<file path="config.mk">
export PLATFORM = sky130hd
export DESIGN_NAME = uart_tx_queue
export DESIGN_NICKNAME = d
export VERILOG_FILES = /design/src/rtl/uart_pkg.sv /design/src/rtl/sync_fifo.sv /design/src/rtl/uart_tx_queue.sv
export SDC_FILE = /design/constraint.sdc
export NUM_CORES = 1
export LEC_CHECK = 0
export BUFFER_PORTS_ARGS = -buffer_cell sky130_fd_sc_hd__buf_2
export CAP_MARGIN = 20
export CORE_ASPECT_RATIO = 0.7
export CORE_MARGIN = 2
export CORE_UTILIZATION = 65
export DETAILED_ROUTE_END_ITERATION = 6
export PLACE_DENSITY = 0.84
export SLEW_MARGIN = 20
export SYNTH_ARGS = -nofsm -noshare
export SYNTH_HDL_FRONTEND = slang
export SYNTH_SLANG_ARGS = --single-unit
</file>
<file path="constraint.sdc">
create_clock -name clk -period 9.4 [get_ports clk]
set_input_delay 0.47 -clock clk [delete_from_list [all_inputs] [get_ports clk]]
set_output_delay 0.47 -clock clk [all_outputs]
set_load 0.005 [all_outputs]
</file>
<file path="src/rtl/uart_pkg.sv">
// Shared UART constants and the transmit-queue state type, common to the TX queue
// and any future RX-side logic.
package uart_pkg;

    localparam int UART_OVERSAMPLE   = 16;
    localparam int UART_FRAME_BITS   = 10;
    localparam int UART_FRAME_CYCLES = UART_OVERSAMPLE * UART_FRAME_BITS;

    typedef enum logic [1:0] {
        IDLE  = 2'd0,
        ISSUE = 2'd1,
        WAIT  = 2'd2
    } txq_state_t;

endpackage

</file>
<file path="src/rtl/sync_fifo.sv">
// Single-clock FIFO with an explicit occupancy counter so full and empty never alias.
// Flush clears the contents synchronously and takes priority over push and pop.
module sync_fifo #(
    parameter int WIDTH = 8,
    parameter int DEPTH = 16,
    localparam int AW = $clog2(DEPTH),
    localparam int LW = AW + 1
) (
    input  logic             clk,
    input  logic             rst_n,
    input  logic             push,
    input  logic [WIDTH-1:0] wdata,
    input  logic             pop,
    input  logic             flush,
    output logic [WIDTH-1:0] head,
    output logic [LW-1:0]    level,
    output logic             full,
    output logic             empty
);

    logic [WIDTH-1:0] mem_q [DEPTH];
    logic [AW-1:0]    wr_ptr_q, wr_ptr_d;
    logic [AW-1:0]    rd_ptr_q, rd_ptr_d;
    logic [LW-1:0]    level_q, level_d;
    logic             do_push;
    logic             do_pop;

    assign full  = (level_q == LW'(DEPTH));
    assign empty = (level_q == '0);
    assign head  = mem_q[rd_ptr_q];
    assign level = level_q;

    // A push into a full FIFO is only legal when the head leaves in the same cycle.
    assign do_push = push && (!full || pop);
    assign do_pop  = pop && !empty;

    always_comb begin
        wr_ptr_d = wr_ptr_q;
        rd_ptr_d = rd_ptr_q;
        level_d  = level_q;
        if (flush) begin
            wr_ptr_d = '0;
            rd_ptr_d = '0;
            level_d  = '0;
        end else begin
            if (do_push) begin
                wr_ptr_d = wr_ptr_q + AW'(1);
            end
            if (do_pop) begin
                rd_ptr_d = rd_ptr_q + AW'(1);
            end
            case ({do_push, do_pop})
                2'b10:   level_d = level_q + LW'(1);
                2'b01:   level_d = level_q - LW'(1);
                default: level_d = level_q;
            endcase
        end
    end

    always_ff @(posedge clk or negedge rst_n) begin
        if (!rst_n) begin
            wr_ptr_q <= '0;
            rd_ptr_q <= '0;
            level_q  <= '0;
        end else begin
            wr_ptr_q <= wr_ptr_d;
            rd_ptr_q <= rd_ptr_d;
            level_q  <= level_d;
        end
    end

    always_ff @(posedge clk) begin
        if (do_push && !flush) begin
            mem_q[wr_ptr_q] <= wdata;
        end
    end

endmodule

</file>
<file path="src/rtl/uart_tx_queue.sv">
// Buffered byte source for uart_tx: queues bytes, issues one start pulse per byte,
// waits for done, and abandons a frame whose transmitter never reports done.
module uart_tx_queue
    import uart_pkg::*;
#(
    parameter int DEPTH   = 16,
    parameter int TIMEOUT = 200,
    localparam int LW = $clog2(DEPTH) + 1
) (
    input  logic          clk,
    input  logic          rst_n,
    input  logic          in_valid,
    input  logic [7:0]    in_data,
    output logic          in_ready,
    input  logic          flush,
    output logic          tx_start,
    output logic [7:0]    tx_data,
    input  logic          tx_busy,
    input  logic          tx_done,
    output logic [LW-1:0] level,
    output logic          idle,
    output logic          timeout_err,
    output txq_state_t    state
);

    // Upstream port: a byte transfers on any rising edge where in_valid && in_ready;
    // in_ready depends on occupancy only, never on in_valid or the pop in progress.

    localparam int CW = ($clog2(TIMEOUT) > 8) ? $clog2(TIMEOUT) : 8;

    txq_state_t    state_q, state_d;
    logic [7:0]    tx_data_q, tx_data_d;
    logic [CW-1:0] wcnt_q, wcnt_d;
    logic          pop;
    logic          push;
    logic [7:0]    fifo_head;
    logic [LW-1:0] fifo_level;
    logic          fifo_full;
    logic          fifo_empty;

    assign in_ready = !fifo_full;
    assign push     = in_valid && in_ready;

    sync_fifo #(
        .WIDTH (8),
        .DEPTH (DEPTH)
    ) u_fifo (
        .clk   (clk),
        .rst_n (rst_n),
        .push  (push),
        .wdata (in_data),
        .pop   (pop),
        .flush (flush),
        .head  (fifo_head),
        .level (fifo_level),
        .full  (fifo_full),
        .empty (fifo_empty)
    );

    always_comb begin
        state_d     = state_q;
        tx_data_d   = tx_data_q;
        wcnt_d      = wcnt_q;
        pop         = 1'b0;
        tx_start    = 1'b0;
        timeout_err = 1'b0;
        case (state_q)
            IDLE: begin
                if (!fifo_empty && !tx_busy && !flush) begin
                    pop       = 1'b1;
                    tx_data_d = fifo_head;
                    state_d   = ISSUE;
                end
            end
            ISSUE: begin
                tx_start = 1'b1;
                wcnt_d   = '0;
                state_d  = WAIT;
            end
            WAIT: begin
                // A done arriving on the deadline cycle counts as success.
                if (tx_done) begin
                    state_d = IDLE;
                end else if (wcnt_q == CW'(TIMEOUT - 1)) begin
                    timeout_err = 1'b1;
                    state_d     = IDLE;
                end else if (wcnt_q != '1) begin
                    wcnt_d = wcnt_q + CW'(1);
                end
            end
            default: state_d = IDLE;
        endcase
    end

    always_ff @(posedge clk or negedge rst_n) begin
        if (!rst_n) begin
            state_q   <= IDLE;
            tx_data_q <= '0;
            wcnt_q    <= '0;
        end else begin
            state_q   <= state_d;
            tx_data_q <= tx_data_d;
            wcnt_q    <= wcnt_d;
        end
    end

    assign tx_data = tx_data_q;
    assign level   = fifo_level;
    assign idle    = (state_q == IDLE) && fifo_empty;
    assign state   = state_q;

endmodule

</file>
==> results of run 1 <==
cell families after synthesis:
logic type      count (synthesis)
simple gates                  103
buf+inv                        31
xor+xnor                       13
mux                            51
flops                         159
compound gates                 41
fa+ha+maj                       8
through the flow:
stage,setup WS (ns),cell area [sq um],hold slack (ns),util
after floorplan,6.38,6630,0.174,-
after global placement,5.98,6870,0.470,0.702
after detailed placement,5.82,6870,0.482,0.702
after CTS,5.78,7520,0.104,0.767
after global routing,5.52,7520,0.137,0.767
final,5.70,7520,0.0968,0.767
state kept, by name, summed over array words and instances (netlist names):
register	flops
state	2
wcnt_q	8
u_fifo.rd_ptr_q	4
u_fifo.level	5
u_fifo.wr_ptr_q	4
tx_data	8
u_fifo.mem_q	128
worst max-delay path, delay by kind of cell (launching register included):
| family | cells | cell delay, ns |
|---|---|---|
| adders and majority gates | 1 | 0.26 |
| DFF | 1 | 0.48 |
| xor gates and xnor gates | 1 | 0.19 |
| and+or+nand+nor | 3 | 0.94 |
| AOI/OAI and AO/OA | 5 | 1.70 |
final cells by class:
type                            instances  area [sq um]
Multi-Input combinational cell        216          1860
Fill cell                             535          2280
Tap cell                              128           160
Inverter                                8          30.0
Timing Repair Buffer                   37           198
Sequential cell                       159          4620
Clock buffer                           18           429
Clock inverter                         14           215
placed cells by master (no fill, tap or decap), types with 4 or more instances in the layout:
| master | Yosys | layout |
|---|---|---|
| nor4_1 | 6 | 6 |
| xnor2_1 | 7 | 7 |
| nor3_1 | 7 | 7 |
| nand3_1 | 5 | 5 |
| a21oi_1 | 12 | 12 |
| buf_2 | 5 | 32 |
| xor2_1 | 6 | 6 |
| nand2_1 | 27 | 27 |
| clkinvlp_4 | 0 | 4 |
| dfrtp_1 | 31 | 29 |
| bufinv_16 | 0 | 5 |
| mux2_2 | 9 | 9 |
| o21ai_0 | 10 | 10 |
| nor2_1 | 45 | 45 |
| ha_1 | 8 | 8 |
| inv_1 | 7 | 7 |
| buf_4 | 2 | 5 |
| mux2i_1 | 10 | 10 |
| mux4_2 | 32 | 32 |
| edfxtp_1 | 128 | 128 |
| clkbuf_16 | 0 | 17 |
power by group:
part | internal, W | switching, W
registers | 0.000803 | 0.0000527
logic | 0.000135 | 0.000164
clock network | 0.000471 | 0.000273
total | 0.00141 | 0.000491
path summary, 6_finish.rpt:
check	startpoint	endpoint	slack (ns)	cells after the start
min in group clk	tx_done	state[1]	0.37	4
hold / removal	rst_n	u_fifo.level[0]	0.1	1
hold reg to reg	tx_data[0]	tx_data[0]	0.50	2
setup reg to reg	u_fifo.level[1]	u_fifo.level[4]	5.70	10
setup / recovery	u_fifo.level[1]	u_fifo.level[4]	5.70	10
max in group asynchronous	rst_n	u_fifo.rd_ptr_q[2]	8.80	1
metal layers:
layer,vias to the layer above,share of wire,wire length (um),GRT usage
met5,-,0.00081,11,0
met4,2,0.013,172,0.0889
met3,17,0.079,1070,0.0792
met2,177,0.48,6540,0.411
met1,1895,0.43,5780,0.366
li1,1629,-,-,-
==> results.json, run 1 <==
{
  "post-cts-setup-buffers": 0,
  "end_kind": "register",
  "clock-skew-final_ns": 0.00909,
  "synth_xor_xnor_area_share": 0.0172,
  "numPortBuffers": 32,
  "crit_arrival_ns": 4.00,
  "synthSimpleGateAreaFrac": 0.0689,
  "synth-edff-count": 128,
  "p_leak_nw": 2.64,
  "required_ns": 9.70,
  "drv_cap": 0,
  "layout-drive-gt1-share": 0.252,
  "synth.largest_area_cell": "edfxtp_1",
  "root_buffer": "clkbuf_16",
  "drcViolationCount": 0,
  "cts_tree": "done",
  "place_congestion": 0.765,
  "tightest_slew_ns": 1.05,
  "post-dp-hpwl_um": 8140,
  "clk_pin_slew_worst_paths_ns": 0.06,
  "setup-tns-final_ns": 0,
  "syn_inst": 406,
  "grt_start_max_net_pins": 36,
  "dieArea_sq_mm": 0.0110,
  "setup_viol": 0,
  "slew_headroom": 0.300,
  "cts_resized": 0,
  "slowest_delay_ns": 0.70,
  "power_density_mw_per_mm2": 253,
  "avgRoutedWirePerCell_um": 23.4,
  "start_util": 0.677,
  "slew_viol_final": 0,
  "grt_pass1_wl_um": 20300,
  "wirelength_um": 13600,
  "synth_cell_types": 44,
  "clk_latency_ns": 0.43,
  "cp_max_fo": 22,
  "syn-cell-area_sq_mm": 0.00663,
  "hold_path_class": "primary input to async pin",
  "total_power_w": 0.00190,
  "final_cells": 580,
  "synth_common_cells": "128 x edfxtp_1, 45 x nor2_1, 32 x mux4_2",
  "dr.pass1.iters": 5,
  "critPathKind": "register to register",
  "synth_compound_area_frac": 0.0410,
  "muxShareOfSynthArea": 0.139,
  "hold_violations": 0,
  "avgSynthCellArea_sq_um": 16.3,
  "syn2layout_area_growth_pct": 13.4,
  "grt_pass1_vias": 3548,
  "async_flop_share": 0.195,
  "post-place-cells": 548,
  "period_share": 0.394,
  "via_per_inst": 6.41,
  "syn_nets": 428,
  "status": "completed",
  "chipHeight_um": 88.5,
  "num_rows": 30,
  "slowest_stage": "or4_1",
  "crit_chain": "or4_1 > o21ai_2 > nor2_1 > xor2_1 > ha_1 > a31o_2 > a22o_1 > a31oi_1 > nor2_1 > a2111oi_1",
  "rsz0062_at_grt": "no",
  "synth-seq-cells": 159,
  "numCtsBuffers": 17,
  "synth_top_area_share": 0.580,
  "ir_drop_mv": 0.329,
  "yosysSeqAreaShare": 0.697,
  "vias": 3720,
  "clock_path_buffers": 2,
  "io_pins": 33,
  "clock_sinks": 159,
  "worst_path_most_repeated_cell": "nor2_1",
  "synth_adder_area_share": 0.0151,
  "layout.nets": 461,
  "track_usage": 0.263,
  "core-area_sq_mm": 0.00980,
  "die_x_um": 125,
  "drt-initial-drc-count": 404,
  "synth_top_family_by_area": "multiplexers",
  "cts-htree-levels": 4,
  "synthTopCellsByArea": "edfxtp_1 58%, dfrtp_1 12%, mux4_2 11%",
  "synth_ff_type": "edfxtp_1",
  "ant_nets": 0,
  "post-synth-top-count-cell": "edfxtp_1",
  "start_kind": "register",
  "cts_hold_buf": 0,
  "antenna_found_initial": 1,
  "ys_warn_count": 0,
  "grt-ovfl-total": 0,
  "fmax_ghz": 0.270,
  "n_antenna_cell": 0,
  "fin_crit_ns": 3.70
}
Note: power is estimated with default switching activity, not from simulation.
==> run 2, diff against run 1 <==
CORE_UTILIZATION = 61   (was 65)
PLACE_DENSITY = 0.79   (was 0.84)
clock period = 3.7 ns   (was 9.4 ns; I/O delays follow)
==> run 2 against run 1 <==
Sequential power grew to 2.6 times the previous value; first-iteration DRC count shrank 7.9%; global-route usage shrank 1.9 points; critical path type unchanged; fmax grew 17%; clock power grew 120%; cell count grew 1.7%.
==> results.json, run 2 (same netlist as run 1, synthesis figures left out) <==
{
  "cts-htree-levels": 4,
  "fin_crit_ns": 3.17,
  "tightest_slew_ns": 1.03,
  "grt_pass1_vias": 3676,
  "layout-drive-gt1-share": 0.258,
  "fmax_ghz": 0.315,
  "crit_chain": "nor4_1 > a21oi_1 > buf_4 > nor2_1 > xor2_1 > ha_1 > a31o_2 > a22o_1 > a31oi_1 > nor2_1 > a2111oi_1",
  "p_sw_frac": 0.264,
  "worst_path_most_repeated_cell": "nor2_1",
  "post-dp-hpwl_um": 8500,
  "root_buffer": "clkbuf_16",
  "io_pins": 33,
  "total_power_w": 0.00458,
  "track_usage": 0.244,
  "r2r_start": "u_fifo.level[1]",
  "finalWorstSetupSlack_ns": 0.529,
  "path_delay_family": "compound AO/OA/AOI/OAI gates",
  "holdPathEnd": "state[1]",
  "via_per_inst": 6.19,
  "slowest_stage": "nor4_1",
  "place_congestion": 0.886,
  "layout.nets": 467,
  "cts_tree": "done",
  "start_util": 0.633,
  "drt-initial-drc-count": 372,
  "p_leak_nw": 2.65,
  "clk_pin_slew_worst_paths_ns": 0.06,
  "die_x_um": 129,
  "dp_slack_ns": 0.569,
  "ir_drop_mv": 0.425,
  "setup-tns-final_ns": 0,
  "avgRoutedWirePerCell_um": 21.6,
  "clk_latency_ns": 0.42,
  "reg2reg_to": "u_fifo.level[4]",
  "setup_viol": 0,
  "reg2reg_slack_ns": 0.53,
  "slew_headroom": 0.312,
  "p_clk_frac": 0.357,
  "status": "completed",
  "holdCritStartpoint": "tx_done",
  "period_share": 0.857,
  "hold_depth": 4,
  "rr_worst_depth": 11,
  "num_rows": 31,
  "power_density_mw_per_mm2": 612,
  "n_antenna_cell": 0,
  "hold_path_class": "primary input to register",
  "internal_power_w": 0.00337,
  "seq_power_share": 0.479,
  "rsz0062_at_grt": "no",
  "largest_register_ffs": 128,
  "drcViolationCount": 0,
  "numCtsBuffers": 17,
  "dieArea_sq_mm": 0.0117,
  "hold_violations": 0,
  "slew_viol_final": 0,
  "post-route-util": 0.715,
  "dr.pass1.iters": 5,
  "start_kind": "register",
  "vias": 3655,
  "drv_cap": 0,
  "chipHeight_um": 91.2,
  "clock-skew-final_ns": 0.00682,
  "post-place-cells": 557,
  "cp_max_fo": 10,
  "layout_commonest_cell": "edfxtp_1",
  "grt_pass1_wl_um": 20500,
  "numPortBuffers": 32,
  "critPathKind": "register to register",
  "core-area_sq_mm": 0.0105,
  "wirelength_um": 12700,
  "grt-ovfl-total": 0,
  "crit_arrival_ns": 3.45,
  "clock_sinks": 159,
  "largest_register": "u_fifo.mem_q",
  "grt_start_max_net_pins": 32,
  "cp_num_buf_inv": 1,
  "comb_power_share": 0.164,
  "clock_path_buffers": 2,
  "power.switching_w": 0.00121,
  "cts_resized": 0,
  "ant_nets": 0,
  "slowest_delay_ns": 0.52,
  "required_ns": 3.98,
  "syn2layout_area_growth_pct": 12.9,
  "end_kind": "register",
  "final_cells": 590,
  "antenna_found_initial": 0,
  "layout_common_cells": "128 x edfxtp_1, 45 x nor2_1, 32 x mux4_2, 32 x buf_2, 30 x dfrtp_1"
}
-- run 2: stage by stage --
step	hold slack, ns	cell area, sq um
2_1_floorplan	-0.111	6630
3_3_place_gp	0.267	6920
3_5_place_dp	0.267	6920
4_1_cts	0.0590	7480
5_1_grt	0.110	7480
6_report	0.0761	7480
-- run 2: timing repair --
action / CTS / global route
hold buffers: 1 / 0
buffers inserted: 0 / 0
endpoints found under the hold margin: 31 / 0
-- run 2: power groups by stage --
| stage | Combinational [W] | Clock (W) | Sequential, W |
|---|---|---|---|
| floorplan | 0.000568 | 0 | 0.00215 |
| global placement | 0.000715 | 0 | 0.00222 |
| detailed placement | 0.000739 | 0 | 0.00223 |
| CTS | 0.000747 | 0.00166 | 0.00219 |
| global route | 0.000831 | 0.00174 | 0.00221 |
| finish | 0.000749 | 0.00164 | 0.00219 |
-- run 2: worst max-delay path by stage --
stage,end,startpoint,depth (start not counted),slack (ns)
floorplan,u_fifo.level[4],u_fifo.level[1],13,0.68
global placement,u_fifo.level[4],u_fifo.level[1],10,0.80
detailed placement,u_fifo.level[4],u_fifo.level[1],10,0.57
CTS,u_fifo.level[4],u_fifo.level[1],11,0.53
global route,u_fifo.level[4],u_fifo.level[1],11,0.22
finish,u_fifo.level[4],u_fifo.level[1],11,0.53
-- run 2: worst register-to-register path: cells and delay by family (launching register included) --
kind	cells	cell delay (ns)
xor+xnor	1	0.10
compound gates	5	1.23
flops	1	0.50
simple gates	3	0.73
buf+inv	1	0.20
fa+ha+maj	1	0.28
-- run 2: area by class of cell --
class,instances,area (sq um)
multi-input cells,216,1860
well taps,132,165
inverters,8,30.0
clock buffers,22,474
flip-flops and latches,159,4620
repair buffers,43,245
clock inverters,10,83.8
fillers,662,2990
-- run 2: routing by layer --
metal | vias to the layer above | track usage | part of all wire
li1 | 1647 | - | -
met1 | 1855 | 0.354 | 0.45
met2 | 137 | 0.359 | 0.46
met3 | 16 | 0.0766 | 0.082
met4 | 0 | 0.0806 | 0.012
met5 | - | 0 | 0
==> run 3, diff against run 2 <==
GPL_ROUTABILITY_DRIVEN = 0   (was unset)
MAX_ROUTING_LAYER = met4   (was unset)
PLACE_DENSITY = 0.87   (was 0.79)
==> run 3 against run 2 <==
Sequential power about the same; non-clock buffer count unchanged; cell count unchanged; wire length increased by 6.5%; hold slack improved by 0.042 ns.
==> results.json, run 3 (same netlist as run 1, synthesis figures left out) <==
{
  "path_delay_family": "compound AO/OA/AOI/OAI gates",
  "p_leak_nw": 2.62,
  "core-area_sq_mm": 0.0105,
  "post-dp-hpwl_um": 8510,
  "holdPathEnd": "state[1]",
  "numCtsBuffers": 17,
  "reg2reg_slack_ns": 0.52,
  "total_power_w": 0.00453,
  "period_share": 0.859,
  "final_area_sq_mm": 0.00747,
  "grt_pass1_wl_um": 21100,
  "n_antenna_cell": 0,
  "seq_power_share": 0.488,
  "antenna_found_initial": 0,
  "crit_chain": "or4_1 > o21ai_2 > nor2_1 > xor2_1 > ha_1 > a31o_2 > a22o_1 > a31oi_1 > nor2_1 > a2111oi_1",
  "slowest_delay_ns": 0.73,
  "setup-tns-final_ns": 0,
  "avgRoutedWirePerCell_um": 23.0,
  "clock_path_buffers": 2,
  "p_clk_frac": 0.347,
  "syn2layout_area_growth_pct": 12.6,
  "cts-htree-levels": 4,
  "required_ns": 4.01,
  "rsz0062_at_grt": "no",
  "startpoint": "u_fifo.level[1]",
  "status": "completed",
  "reg2reg_to": "u_fifo.level[4]",
  "ir_drop_mv": 0.393,
  "dpl_cell_area_sq_mm": 0.00692,
  "r2r_start": "u_fifo.level[1]",
  "ant_nets": 0,
  "layout_commonest_cell": "edfxtp_1",
  "slew_viol_final": 0,
  "p_sw_frac": 0.280,
  "drv_cap": 0,
  "via_per_inst": 6.41,
  "grt-ovfl-total": 0,
  "num_rows": 31,
  "hold_depth": 4,
  "chipHeight_um": 91.2,
  "power.switching_w": 0.00127,
  "dieArea_sq_mm": 0.0117,
  "clk_latency_ns": 0.42,
  "clock-skew-final_ns": 0.00887,
  "grt_pass1_vias": 3824,
  "largest_register": "u_fifo.mem_q",
  "internal_power_w": 0.00326,
  "io_pins": 33,
  "drt-initial-drc-count": 434,
  "clk_pin_slew_worst_paths_ns": 0.07,
  "holdCritStartpoint": "tx_done",
  "die_x_um": 129,
  "root_buffer": "clkbuf_16",
  "wirelength_um": 13500,
  "crit_arrival_ns": 3.48,
  "numPortBuffers": 32,
  "rr_worst_depth": 10,
  "hold_path_class": "primary input to register",
  "end_kind": "register",
  "slew_headroom": 0.246,
  "fmax_ghz": 0.315,
  "dp_slack_ns": 0.622,
  "layout_common_cells": "128 x edfxtp_1, 45 x nor2_1, 32 x mux4_2, 32 x buf_2, 30 x dfrtp_1",
  "comb_power_share": 0.166,
  "dr.pass1.iters": 5,
  "worst_path_most_repeated_cell": "nor2_1",
  "largest_register_ffs": 128,
  "layout.nets": 467,
  "vias": 3779,
  "finalWorstSetupSlack_ns": 0.523,
  "track_usage": 0.260,
  "start_util": 0.633,
  "power_density_mw_per_mm2": 607,
  "path_depth": 10,
  "start_kind": "register",
  "setup_viol": 0,
  "hold_violations": 0,
  "cp_num_buf_inv": 0,
  "critPathKind": "register to register",
  "cp_max_fo": 10,
  "grt_start_max_net_pins": 32,
  "slowest_stage": "or4_1",
  "tightest_slew_ns": 1.13,
  "layout-drive-gt1-share": 0.258,
  "clock_sinks": 159,
  "drcViolationCount": 0,
  "cts_tree": "done",
  "fin_crit_ns": 3.18
}
==> run 3: changes by cell type in the layout (fill, tap and decap cells not counted), sizes merged <==
cell      previous run  this run
bufinv               1         0
clkbuf              22        18
clkinvlp             0         5
==> run 3: final cells by class <==
type	count	area [sq um]
fillers	643	3010
well taps	132	165
repair buffers	43	245
flip-flops and latches	159	4620
inverters	8	30.0
multi-input cells	216	1860
clock buffers	18	429
clock inverters	14	111
==> run 3: power groups by stage <==
stage / clock network [W] / registers (W) / logic [W]
6_report: 0.00157 / 0.00221 / 0.000750
3_5_place_dp: 0 / 0.00224 / 0.000734
3_3_place_gp: 0 / 0.00222 / 0.000702
2_1_floorplan: 0 / 0.00215 / 0.000568
5_1_grt: 0.00167 / 0.00223 / 0.000827
4_1_cts: 0.00159 / 0.00221 / 0.000749
==> run 3: per-layer routing <==
layer | vias to the layer above | GRT usage | share of wire
met5 | - | - | 0
met4 | 0 | 0.117 | 0.017
met3 | 29 | 0.0613 | 0.090
met2 | 199 | 0.390 | 0.49
met1 | 1900 | 0.344 | 0.40
li1 | 1651 | - | -
==> run 3: how the worst max path moves through the flow <==
stage | to | slack [ns]
final | u_fifo.level[4] | 0.52
after CTS | u_fifo.level[4] | 0.57
after detailed placement | u_fifo.level[4] | 0.62
after floorplan | u_fifo.level[4] | 0.68
after global placement | u_fifo.level[4] | 0.81
after global routing | u_fifo.level[4] | 0.35
==> run 3: per-stage QoR <==
| stage | hold WS (ns) | util | cells |
|---|---|---|---|
| after floorplan | -0.111 | - | 406 |
| after global placement | 0.247 | 0.660 | 557 |
| after detailed placement | 0.259 | 0.660 | 557 |
| after CTS | 0.114 | 0.713 | 590 |
| after global routing | 0.126 | 0.713 | 590 |
| final | 0.118 | 0.713 | 590 |
==> run 3: worst reg2reg max path: stages (launching register included) <==
cell,delay (ns)
dfrtp_1,0.50
or4_1,0.73
o21ai_2,0.21
nor2_1,0.10
xor2_1,0.16
ha_1,0.28
a31o_2,0.30
a22o_1,0.21
a31oi_1,0.20
nor2_1,0.07
a2111oi_1,0.31
==> run 3: what timing repair did <==
| action | CTS | global route |
|---|---|---|
| buffers inserted | 0 | 0 |
| resized for setup | 0 | 0 |
| hold endpoints to repair | 31 | 0 |
| hold buffers | 1 | 0 |
